### src/rtl/mips_defs_pkg.sv
// Shared MIPS definitions: divider FSM states, iteration count and DIV/DIVU decode constants.
package mips_defs_pkg;

    typedef enum logic [1:0] {
        DIV_IDLE,
        DIV_RUN,
        DIV_DONE
    } div_state_t;

    localparam int DIV_WIDTH = 32;
    localparam int DIV_ITER  = DIV_WIDTH;

    // R-type encodings that maindec turns into startE/signedE
    localparam logic [5:0] OP_RTYPE   = 6'b000000;
    localparam logic [5:0] FUNCT_DIV  = 6'b011010;
    localparam logic [5:0] FUNCT_DIVU = 6'b011011;

endpackage

### src/rtl/div_core.sv
// Restoring divider datapath: remainder/quotient shift registers and one subtract step per strobe.
module div_core #(
    parameter int WIDTH = 32
) (
    input  logic             clk,
    input  logic             rst,
    input  logic             load,
    input  logic             step,
    input  logic [WIDTH-1:0] loadRem,
    input  logic [WIDTH-1:0] loadQuot,
    input  logic [WIDTH-1:0] loadDvsr,
    output logic [WIDTH-1:0] rem,
    output logic [WIDTH-1:0] quot
);

    logic [WIDTH-1:0] dvsr;
    logic [WIDTH:0]   remShift;
    logic [WIDTH:0]   remDiff;
    logic             geq;
    logic [WIDTH-1:0] nextRem;
    logic [WIDTH-1:0] nextQuot;

    // Quotient register initially holds the dividend; its MSB feeds the remainder each step.
    always_comb begin
        remShift = {rem, quot[WIDTH-1]};
        remDiff  = remShift - {1'b0, dvsr};
        geq      = (remShift >= {1'b0, dvsr});
        nextRem  = geq ? remDiff[WIDTH-1:0] : remShift[WIDTH-1:0];
        nextQuot = {quot[WIDTH-2:0], geq};
    end

    always_ff @(posedge clk) begin
        if (rst) begin
            rem  <= '0;
            quot <= '0;
            dvsr <= '0;
        end else if (load) begin
            rem  <= loadRem;
            quot <= loadQuot;
            dvsr <= loadDvsr;
        end else if (step) begin
            rem  <= nextRem;
            quot <= nextQuot;
        end
    end

endmodule

### src/rtl/div_sequencer.sv
// DIV/DIVU sequencer: FSM, iteration counter, sign handling, stall and ready generation.
// Optional DIV_ZERO_FAST_EN: a zero divisor skips the iterations and goes straight to DONE.
module div_sequencer
    import mips_defs_pkg::*;
#(
    parameter int WIDTH = DIV_WIDTH,
    localparam int CNT_W = $clog2(WIDTH)
) (
    input  logic             clk,
    input  logic             rst,
    input  logic             startE,
    input  logic             signedE,
    input  logic [WIDTH-1:0] aE,
    input  logic [WIDTH-1:0] bE,
    input  logic             cancelE,
    output logic             stall_divE,
    output logic             busy,
    output logic             ready,
    output logic [WIDTH-1:0] hi_out,
    output logic [WIDTH-1:0] lo_out
);

    function automatic logic [WIDTH-1:0] negIf(input logic [WIDTH-1:0] x, input logic neg);
        return neg ? (~x + WIDTH'(1)) : x;
    endfunction

    div_state_t       state;
    logic [CNT_W-1:0] cnt;
    logic             signQ;
    logic             signR;
    logic [WIDTH-1:0] loHold;
    logic [WIDTH-1:0] hiHold;

    logic             accept;
    logic             step;
    logic             zeroFast;
    logic [WIDTH-1:0] aMag;
    logic [WIDTH-1:0] bMag;
    logic [WIDTH-1:0] loadRem;
    logic [WIDTH-1:0] loadQuot;
    logic [WIDTH-1:0] rem;
    logic [WIDTH-1:0] quot;
    logic [WIDTH-1:0] loFixed;
    logic [WIDTH-1:0] hiFixed;

    always_comb begin
        accept = (state == DIV_IDLE) && startE && !cancelE;
        step   = (state == DIV_RUN) && startE && !cancelE;
        aMag   = negIf(aE, signedE && aE[WIDTH-1]);
        bMag   = negIf(bE, signedE && bE[WIDTH-1]);
`ifdef DIV_ZERO_FAST_EN
        zeroFast = (bE == '0);
`else
        zeroFast = 1'b0;
`endif
        // Fast path preloads what the full iteration would produce: q all ones, r = |a|
        loadRem  = zeroFast ? aMag : '0;
        loadQuot = zeroFast ? '1 : aMag;
        loFixed  = negIf(quot, signQ);
        hiFixed  = negIf(rem, signR);
    end

    div_core #(.WIDTH(WIDTH)) u_core (
        .clk      (clk),
        .rst      (rst),
        .load     (accept),
        .step     (step),
        .loadRem  (loadRem),
        .loadQuot (loadQuot),
        .loadDvsr (bMag),
        .rem      (rem),
        .quot     (quot)
    );

    always_ff @(posedge clk) begin
        if (rst) begin
            state  <= DIV_IDLE;
            cnt    <= '0;
            signQ  <= 1'b0;
            signR  <= 1'b0;
            loHold <= '0;
            hiHold <= '0;
        end else begin
            case (state)
                DIV_IDLE: begin
                    if (accept) begin
                        signQ <= signedE && (aE[WIDTH-1] ^ bE[WIDTH-1]);
                        signR <= signedE && aE[WIDTH-1];
                        cnt   <= '0;
                        state <= zeroFast ? DIV_DONE : DIV_RUN;
                    end
                end
                DIV_RUN: begin
                    // A dropped startE without a flush still means the instruction left execute
                    if (!step) begin
                        state <= DIV_IDLE;
                    end else begin
                        cnt <= cnt + CNT_W'(1);
                        if (cnt == CNT_W'(WIDTH - 1)) begin
                            state <= DIV_DONE;
                        end
                    end
                end
                DIV_DONE: begin
                    state <= DIV_IDLE;
                    if (!cancelE) begin
                        loHold <= loFixed;
                        hiHold <= hiFixed;
                    end
                end
                default: state <= DIV_IDLE;
            endcase
        end
    end

    // Results are presented combinationally during ready, then held for later reads
    assign ready      = (state == DIV_DONE) && !cancelE && !rst;
    assign busy       = (state != DIV_IDLE);
    assign stall_divE = startE && !ready && !cancelE && !rst;
    assign lo_out     = ready ? loFixed : loHold;
    assign hi_out     = ready ? hiFixed : hiHold;

endmodule
### config.mk
export PLATFORM = sky130hd
export DESIGN_NAME = div_sequencer
export DESIGN_NICKNAME = d
export VERILOG_FILES = /design/src/rtl/mips_defs_pkg.sv /design/src/rtl/div_core.sv /design/src/rtl/div_sequencer.sv
export SDC_FILE = /design/constraint.sdc
export NUM_CORES = 1
export LEC_CHECK = 0
export BUFFER_PORTS_ARGS = -buffer_cell sky130_fd_sc_hd__clkbuf_2
export CAP_MARGIN = 15
export CORE_UTILIZATION = 35
export CTS_CLUSTER_DIAMETER = 30
export CTS_CLUSTER_SIZE = 20
export DETAILED_ROUTE_END_ITERATION = 7
export PLACE_DENSITY = 0.5
export SKIP_LAST_GASP = 1
export SLEW_MARGIN = 20
export SYNTH_ARGS = -nofsm -noshare
export SYNTH_HDL_FRONTEND = slang
export SYNTH_HIERARCHICAL = 1
export SYNTH_SLANG_ARGS = --single-unit
### constraint.sdc
create_clock -name clk -period 3 [get_ports clk]
set_input_delay 0.3 -clock clk [delete_from_list [all_inputs] [get_ports clk]]
set_output_delay 0.3 -clock clk [all_outputs]
set_load 0.02 [all_outputs]
==> metrics, run 1 <==
outcome complete, but fails checks; failing checks negative setup slack; dpl ws -0.169 ns; Die H between 150 and 200 microns; Initial Util a little over a third; antenna-violating nets left 0; Final Wtd Congestion around 0.85; Fmax between 300 and 400 MHz; Post-synth top cells nor2_1, dfxtp_1, nand2_1; Remaining DRCs 0; r2r startpoint u_core/dvsr[8]; cell count after synthesis roughly 1,600; Max Slew Vio Count 0; Max VDD drop 0.374 mV; wire length per cell 16.8 microns; Via Count about 12,000; final period utilization 101%; Worst path top cell family by delay compound AO/OA/AOI/OAI gates; I/O Pins roughly 140; met3 WL post-DR 1.72 mm; sequential share of the synthesized area between 20 and 30%; CTS tree done; CTS Buf Count 17; Clock Skews approximately 0.011 ns; cell type with the highest aggregate area in the netlist dfxtp_1; All-Layer GR Usage between 20% and 30%; PwrDens approximately 470 nW/um^2; Yosys reg bits 169; Met2 Routed Length around 15 mm; ys async rst share 0%; Most used DFF post-synth dfxtp_1; leak pwr 6.85 nW; Synth area leaders dfxtp_1, nor2_1, mux2i_1; TritonRoute pass-1 iters 5; CP Launch Type flip-flop; number of synthesized flops with an enable pin 0; Hold/Removal Path Class input pin to flip-flop; first-pass GRT wire length 60.2 mm; r2r setup slk -0.03 ns; slowest stage cell, crit path a311o_1; Pwr Total just over 0.007 W; Yosys cell types between 60 and 70; via count of the first global-routing pass about 11,000; # nets final about 1,900; share of the synthesized area in the top cell type between 20% and 30%; crit path cell chain inv_2 -> ha_4 -> and3_4 -> nand4_1 -> a31oi_2 -> o211ai_1 -> a311o_1 -> a311o_1 -> buf_6 -> a21oi_1 -> a211oi_1 -> o32ai_1; DIE AREA around 35,000 sq um; P&R area growth vs syn 26.9%; cell area after synthesis about 12,000 sq um; Design Area, Final 15,200 sq um; final worst slack -0.0251 ns; post-DP HPWL 28.5 mm; largest net degree at the start of global routing between 90 and 100; CP most frequent cell a311o_1; Max Fanout on Critical Path 13; Sink Count roughly 170; die width between 150 and 200 microns; uppermost layer routed met4; pin slew with the least headroom to its limit between 0.8 and 0.9 ns; core box area 33,600 sq um; share of cells above drive strength 1 approximately 23%; worst min-delay path endpoint u_core/quot[0]; ANT cells 0; final wirelength ~38 mm; I/O Buffers ~140; Worst-path clk slew 0.07 ns; CTS root buf clkbuf_16; RSZ-0062 raised after global routing true; Final Setup Violations 2; WS Path Type flip-flop to flip-flop; Hold Crit Depth 3; row cnt between 60 and 70; CP Capture Type flip-flop; Slew HR about two fifths; worst path required time ~3.3 ns; R2R cell count 12; Syn Area/Cell approximately 7.6 sq um; Synth Warn # 6; Initial DRC Count roughly 950; crit path DAT between 3 and 4 ns; MaxCap Viol Count 0; gr ovfl total 0; Max H-tree Level 4; Hold Buf Count CTS 0; Worst Path Buf+Inv 2; Placed Area between 10,000 and 15,000 sq um; most frequent cell after synthesis nor2_1; reg-to-reg endpoint u_core/rem[10]; CP max stage delay about 0.45 ns; Skew-Pair Late Insertion Delay about 0.44 ns; Max clock buf depth 2; vias per cell between 5 and 6; HP Start aE[0]; shortest period the worst path allows around 3 ns; Hold Violations, Final 0; antenna violations before repair 0; Met1 Wirelength between 20 and 25 mm
## cells by family after synthesis
group,after synthesis,share of synthesized area [%]
adders and majority gates,39,4.13
DFF,169,28.2
and+or+nand+nor,562,21.1
xor gates and xnor gates,141,10.3
buffers and inverters,159,5.17
muxes,76,6.35
AOI/OAI and AO/OA,440,24.7
other,1,0.0313
## flip-flops by register name (all words and copies together) (netlist names)
register and count:
cnt 5, hiHold 32, loHold 32, signQ 1, signR 1, state 2, u_core/dvsr 32, u_core/quot 32
u_core/rem 32
## final cells by class
| class | count | area, sq um |
|---|---|---|
| clock buffer | 18 | 429 |
| clock inverter | 14 | 140 |
| fill | 3478 | 18400 |
| inverter | 58 | 225 |
| multi-input combinational | 1290 | 8690 |
| sequential | 169 | 3400 |
| tap | 448 | 561 |
| timing repair buffer | 269 | 1780 |
## where the power goes
part           switching (W)  internal [W]
Clock                0.00105       0.00117
Sequential         0.0000938       0.00232
Combinational        0.00143       0.00105
Total                0.00258       0.00454
## tightest hold or removal path, cell delays in order
cell and delay [ns]:
clkbuf_2 0.12, nand2_1 0.09, a21oi_1 0.06
## metal layers
metal,up-vias,track usage (%)
met5,-,0
met4,0,5.23
met3,26,2.91
met2,266,30.2
met1,5551,33.5
li1,6024,-
## cell usage in the layout, fill, tap and decap left out, drive strengths merged, types with 7 or more instances in the layout
master  synthesis  layout
xnor2          59      59
clkbuf         86     149
clkinv          2      10
nand3          31      31
nand4          19      19
a31oi          15      15
a21oi         115     115
o21ai          82      82
nand2         160     160
nor2          220     220
o31ai          26      26
nor3           32      32
and2            9       9
mux2i          75      75
xor2           82      82
o41ai          22      22
conb            1      32
inv            56      60
or2             9       9
or3            18      18
a21o           94      94
o32ai          15      15
o221ai          7       7
o211ai         10      10
a211oi         17      17
buf            15     138
or4            13      13
nand2b         11      11
dfxtp         169     169
ha             38      38
nor2b          10      10
nor4           14      14
## per-stage QoR
| stage | setup TNS [ns] | std cells | hold slack [ns] | util [%] |
|---|---|---|---|---|
| after floorplan | 0 | 1618 | 0.423 | - |
| after CTS | -0.0949 | 2251 | 0.164 | 43.5 |
| after detailed placement | -0.233 | 2215 | 0.434 | 41.3 |
| after global placement | -0.150 | 2215 | 0.429 | 41.3 |
| after global routing | -1.81 | 2266 | 0.213 | 45.3 |
| final | -0.0489 | 2266 | 0.180 | 45.3 |
## worst max-delay path by stage
stage | start | endpoint | slack (ns) | cells past startpoint
floorplan | u_core/quot[31] | u_core/rem[20] | 0.07 | 13
global route | u_core/quot[31] | u_core/rem[20] | -0.14 | 14
CTS | u_core/quot[10] | lo_out[25] | -0.06 | 8
global placement | u_core/quot[31] | u_core/rem[24] | -0.15 | 12
finish | u_core/dvsr[8] | u_core/rem[10] | -0.03 | 12
detailed placement | u_core/quot[31] | u_core/rem[24] | -0.17 | 12
## what timing repair did
item                       in CTS  in global routing
buffers inserted                4                 14
cloned                          0                  2
pin swaps                       6                 38
setup endpoints to repair      29                 49
gates resized for setup        34                101
No activity file was read; power rests on OpenSTA's default activity.
==> run 2, diff against run 1 <==
--- a/config.mk
+++ b/config.mk
@@ -11,10 +11,9 @@
 export CTS_CLUSTER_DIAMETER = 30
 export CTS_CLUSTER_SIZE = 20
 export DETAILED_ROUTE_END_ITERATION = 7
-export PLACE_DENSITY = 0.5
+export PLACE_DENSITY = 0.49
 export SKIP_LAST_GASP = 1
 export SLEW_MARGIN = 20
 export SYNTH_ARGS = -nofsm -noshare
 export SYNTH_HDL_FRONTEND = slang
-export SYNTH_HIERARCHICAL = 1
 export SYNTH_SLANG_ARGS = --single-unit
==> constraint.sdc (replaced) <==
create_clock -name clk -period 3.1 [get_ports clk]
set_input_delay 0.31 -clock clk [delete_from_list [all_inputs] [get_ports clk]]
set_output_delay 0.31 -clock clk [all_outputs]
set_load 0.02 [all_outputs]
==> run 2 against run 1 <==
  * The flow finishes with violations (design-rule violations, negative setup slack)
  * Die area is 8.1% lower
  * Cell area shrank 9.2%
  * Final cell count down 10%
  * Non-clock buffer count decreased by 22
  * Highest routed layer unchanged
  * Critical path depth fell by 4
  * Total power is 14% lower
  * Sequential share of layout area increased by 2.3 points
  * Via count is 11% lower
  * Setup slack worse by 0.43 ns
  * Critical endpoint is now hi_out[29]
  * Critical path type is now flip-flop to primary output
  * First-iteration DRC count shrank 9.4%
  * Area after synthesis down 8.2%
==> metrics, run 2 <==
core box area a little over 30,000 sq um; Final Wtd Congestion roughly 0.87; cell count after synthesis roughly 1,400; worst path required time 2.79 ns; row cnt 64; antenna-violating nets left 0; share of the synthesized area in the top cell type between 30 and 40%; share of cells above drive strength 1 ~22%; met3 WL post-DR ~1.7 mm; largest family of logic cells by synthesized area compound AO/OA/AOI/OAI gates; die width between 150 and 200 microns; ANT cells 0; Remaining DRCs 14; uppermost layer routed met4; Final Setup Violations 15; final worst slack -0.458 ns; commonest non-fill, non-tap cell in the layout nand2_1; Filler Cell Count ~3,200; CP Capture Type primary output; wire length per cell ~16 microns; All-Layer GR Usage between 20% and 30%; P&R area growth vs syn 25.5%; Core Util, Final between 40% and 50%; RSZ-0062 raised after global routing true; Yosys cell types between 50 and 60; gr ovfl total 0; post-synthesis adder-cell area fraction between 4 and 5%; Slew HR between 30% and 40%; final setup TNS -3.55 ns; Syn Area/Cell about 7.6 sq um; Hold Crit Depth 3; final period utilization 115%; area share of and/or/nand/nor cells after synthesis between 10% and 20%; CP Launch Type flip-flop; Max Slew Vio Count 0; Post-synth top cells nand2_1, dfxtp_1, nor2_1; Design Area, Final 13,800 sq um; Yosys reg bits ~170; outcome complete, but fails checks; DIE AREA roughly 32,000 sq um; Met2 Routed Length around 12 mm; ys async rst share 0%; PwrDens roughly 440 nW/um^2; # nets final about 1,700; vias per cell roughly 5.2; sequential share of the synthesized area around 31%; Max Fanout on Critical Path 7; Skew-Pair Late Insertion Delay roughly 0.44 ns; I/O Pins roughly 140; Initial Util about 36%; Most used DFF post-synth dfxtp_1; via count of the first global-routing pass roughly 9,300; CTS Buf Count 17; final wirelength 33.3 mm; Hold Buf Count CTS 0; Met1 Wirelength 19.3 mm; leak pwr between 6 and 7 nW; shortest period the worst path allows about 3.6 ns; Synth area leaders dfxtp_1, a21o_1, xor2_1; number of synthesized flops with an enable pin 0; Sink Count ~170; Max clock buf depth 2; Via Count between 10,000 and 15,000; Max H-tree Level 4; CTS tree done; antenna violations before repair 1; Synth Area in Compound Gates between 20% and 30%; hold_ws about 0.15 ns; Hold/Removal Path Class input pin to flip-flop; CTS root buf clkbuf_16; crit path DAT between 3 and 4 ns; cell type with the highest aggregate area in the netlist dfxtp_1; post-DP HPWL between 20 and 30 mm; cell area after synthesis about 11,000 sq um; Net Count, Synth between 1,500 and 2,000; Initial DRC Count between 800 and 900; Fmax between 200 and 300 MHz; Placed Area 12,600 sq um; most frequent cells in the layout nand2_1, dfxtp_1, nor2_1; I/O Buffers 135; Clock Skews 0.0101 ns; XOR/XNOR Fraction of Synth Area between 10 and 15%; pin slew with the least headroom to its limit around 0.95 ns; multiplexer share of the synthesized area about 1.4%; largest net degree at the start of global routing between 70 and 80; Worst-path clk slew about 0.07 ns; Max VDD drop a little under 0.4 mV; TritonRoute pass-1 iters 8; R2R cell count 13; first-pass GRT wire length between 50 and 60 mm; most frequent cell after synthesis nand2_1; Synth Warn # 0; MaxCap Viol Count 0; Hold Violations, Final 0; WS Path Type flip-flop to primary output; failing checks design-rule violations, negative setup slack; Die H 179 microns
run 2: cell types whose count changed in the layout (fill, tap and decap cells not counted), moves of 10 or more:
cell      before  now
mux2i_1       75   13
nand3_1       30   16
conb_1        32    0
a21o_1        94  126
or3_1         15    4
buf_4        125  108
xor2_1        79   91
o21ai_0       74   87
o32ai_1       10    0
nor2_1       216  136
o22ai_1        1   31
a211oi_1       8   25
run 2: power by group:
| group | switching, W | internal (W) |
|---|---|---|
| Combinational | 0.000846 | 0.000658 |
| Clock | 0.000931 | 0.00143 |
| Sequential | 0.0000474 | 0.00222 |
run 2: per-stage QoR:
| stage | total power (W) | worst slack, ns | instances |
|---|---|---|---|
| 2_1_floorplan | 0.00319 | 0.154 | 1446 |
| 3_3_place_gp | 0.00368 | 0.0554 | 1985 |
| 3_5_place_dp | 0.00368 | 0.0300 | 1985 |
| 4_1_cts | 0.00611 | -0.449 | 2022 |
| 5_1_grt | 0.00645 | -0.624 | 2030 |
| 6_report | 0.00614 | -0.458 | 2030 |
run 2: worst paths after layout:
| kind | startpoint | to | slack [ns] |
|---|---|---|---|
| hold reg to reg | loHold[31] | loHold[31] | 0.44 |
| setup / recovery | u_core.rem[19] | hi_out[29] | -0.46 |
| hold / removal | bE[31] | u_core.dvsr[31] | 0.15 |
| setup reg to reg | u_core.dvsr[0] | u_core.rem[30] | 0.20 |
run 2: final cells by class:
type	instances	area, sq um	area share [%]
Tap cell	396	495	3.58
Sequential cell	169	3400	24.6
Clock inverter	12	198	1.43
Inverter	57	214	1.55
Clock buffer	20	437	3.16
Multi-Input combinational cell	1129	7440	53.8
Timing Repair Buffer	247	1640	11.9
run 2: logic make-up after synthesis:
kind of cell	after synthesis
mux	15
compound gates	478
buf+inv	148
simple gates	454
flops	169
fa+ha+maj	39
xor+xnor	143
run 2: repair_timing:
item	CTS	global route
gates resized for setup	56	60
pin swaps	15	32
endpoints found under the setup margin	53	90
gates cloned	0	0
hold endpoints to repair	0	0
setup buffers	5	9
run 2: routing by layer:
metal	vias to the layer above	track usage (%)
met4	0	4.24
met2	245	25.8
met5	-	0
met3	18	3.29
met1	4839	35.3
li1	5470	-
run 2: critical path, cell delays in order, from the launching register on:
cell and delay (ns):
dfxtp_2 0.39, or4_1 0.63, or3_1 0.42, or4_4 0.55
o41ai_4 0.25, xor2_1 0.20, nor2_1 0.07, a21o_1 0.16
clkbuf_2 0.15
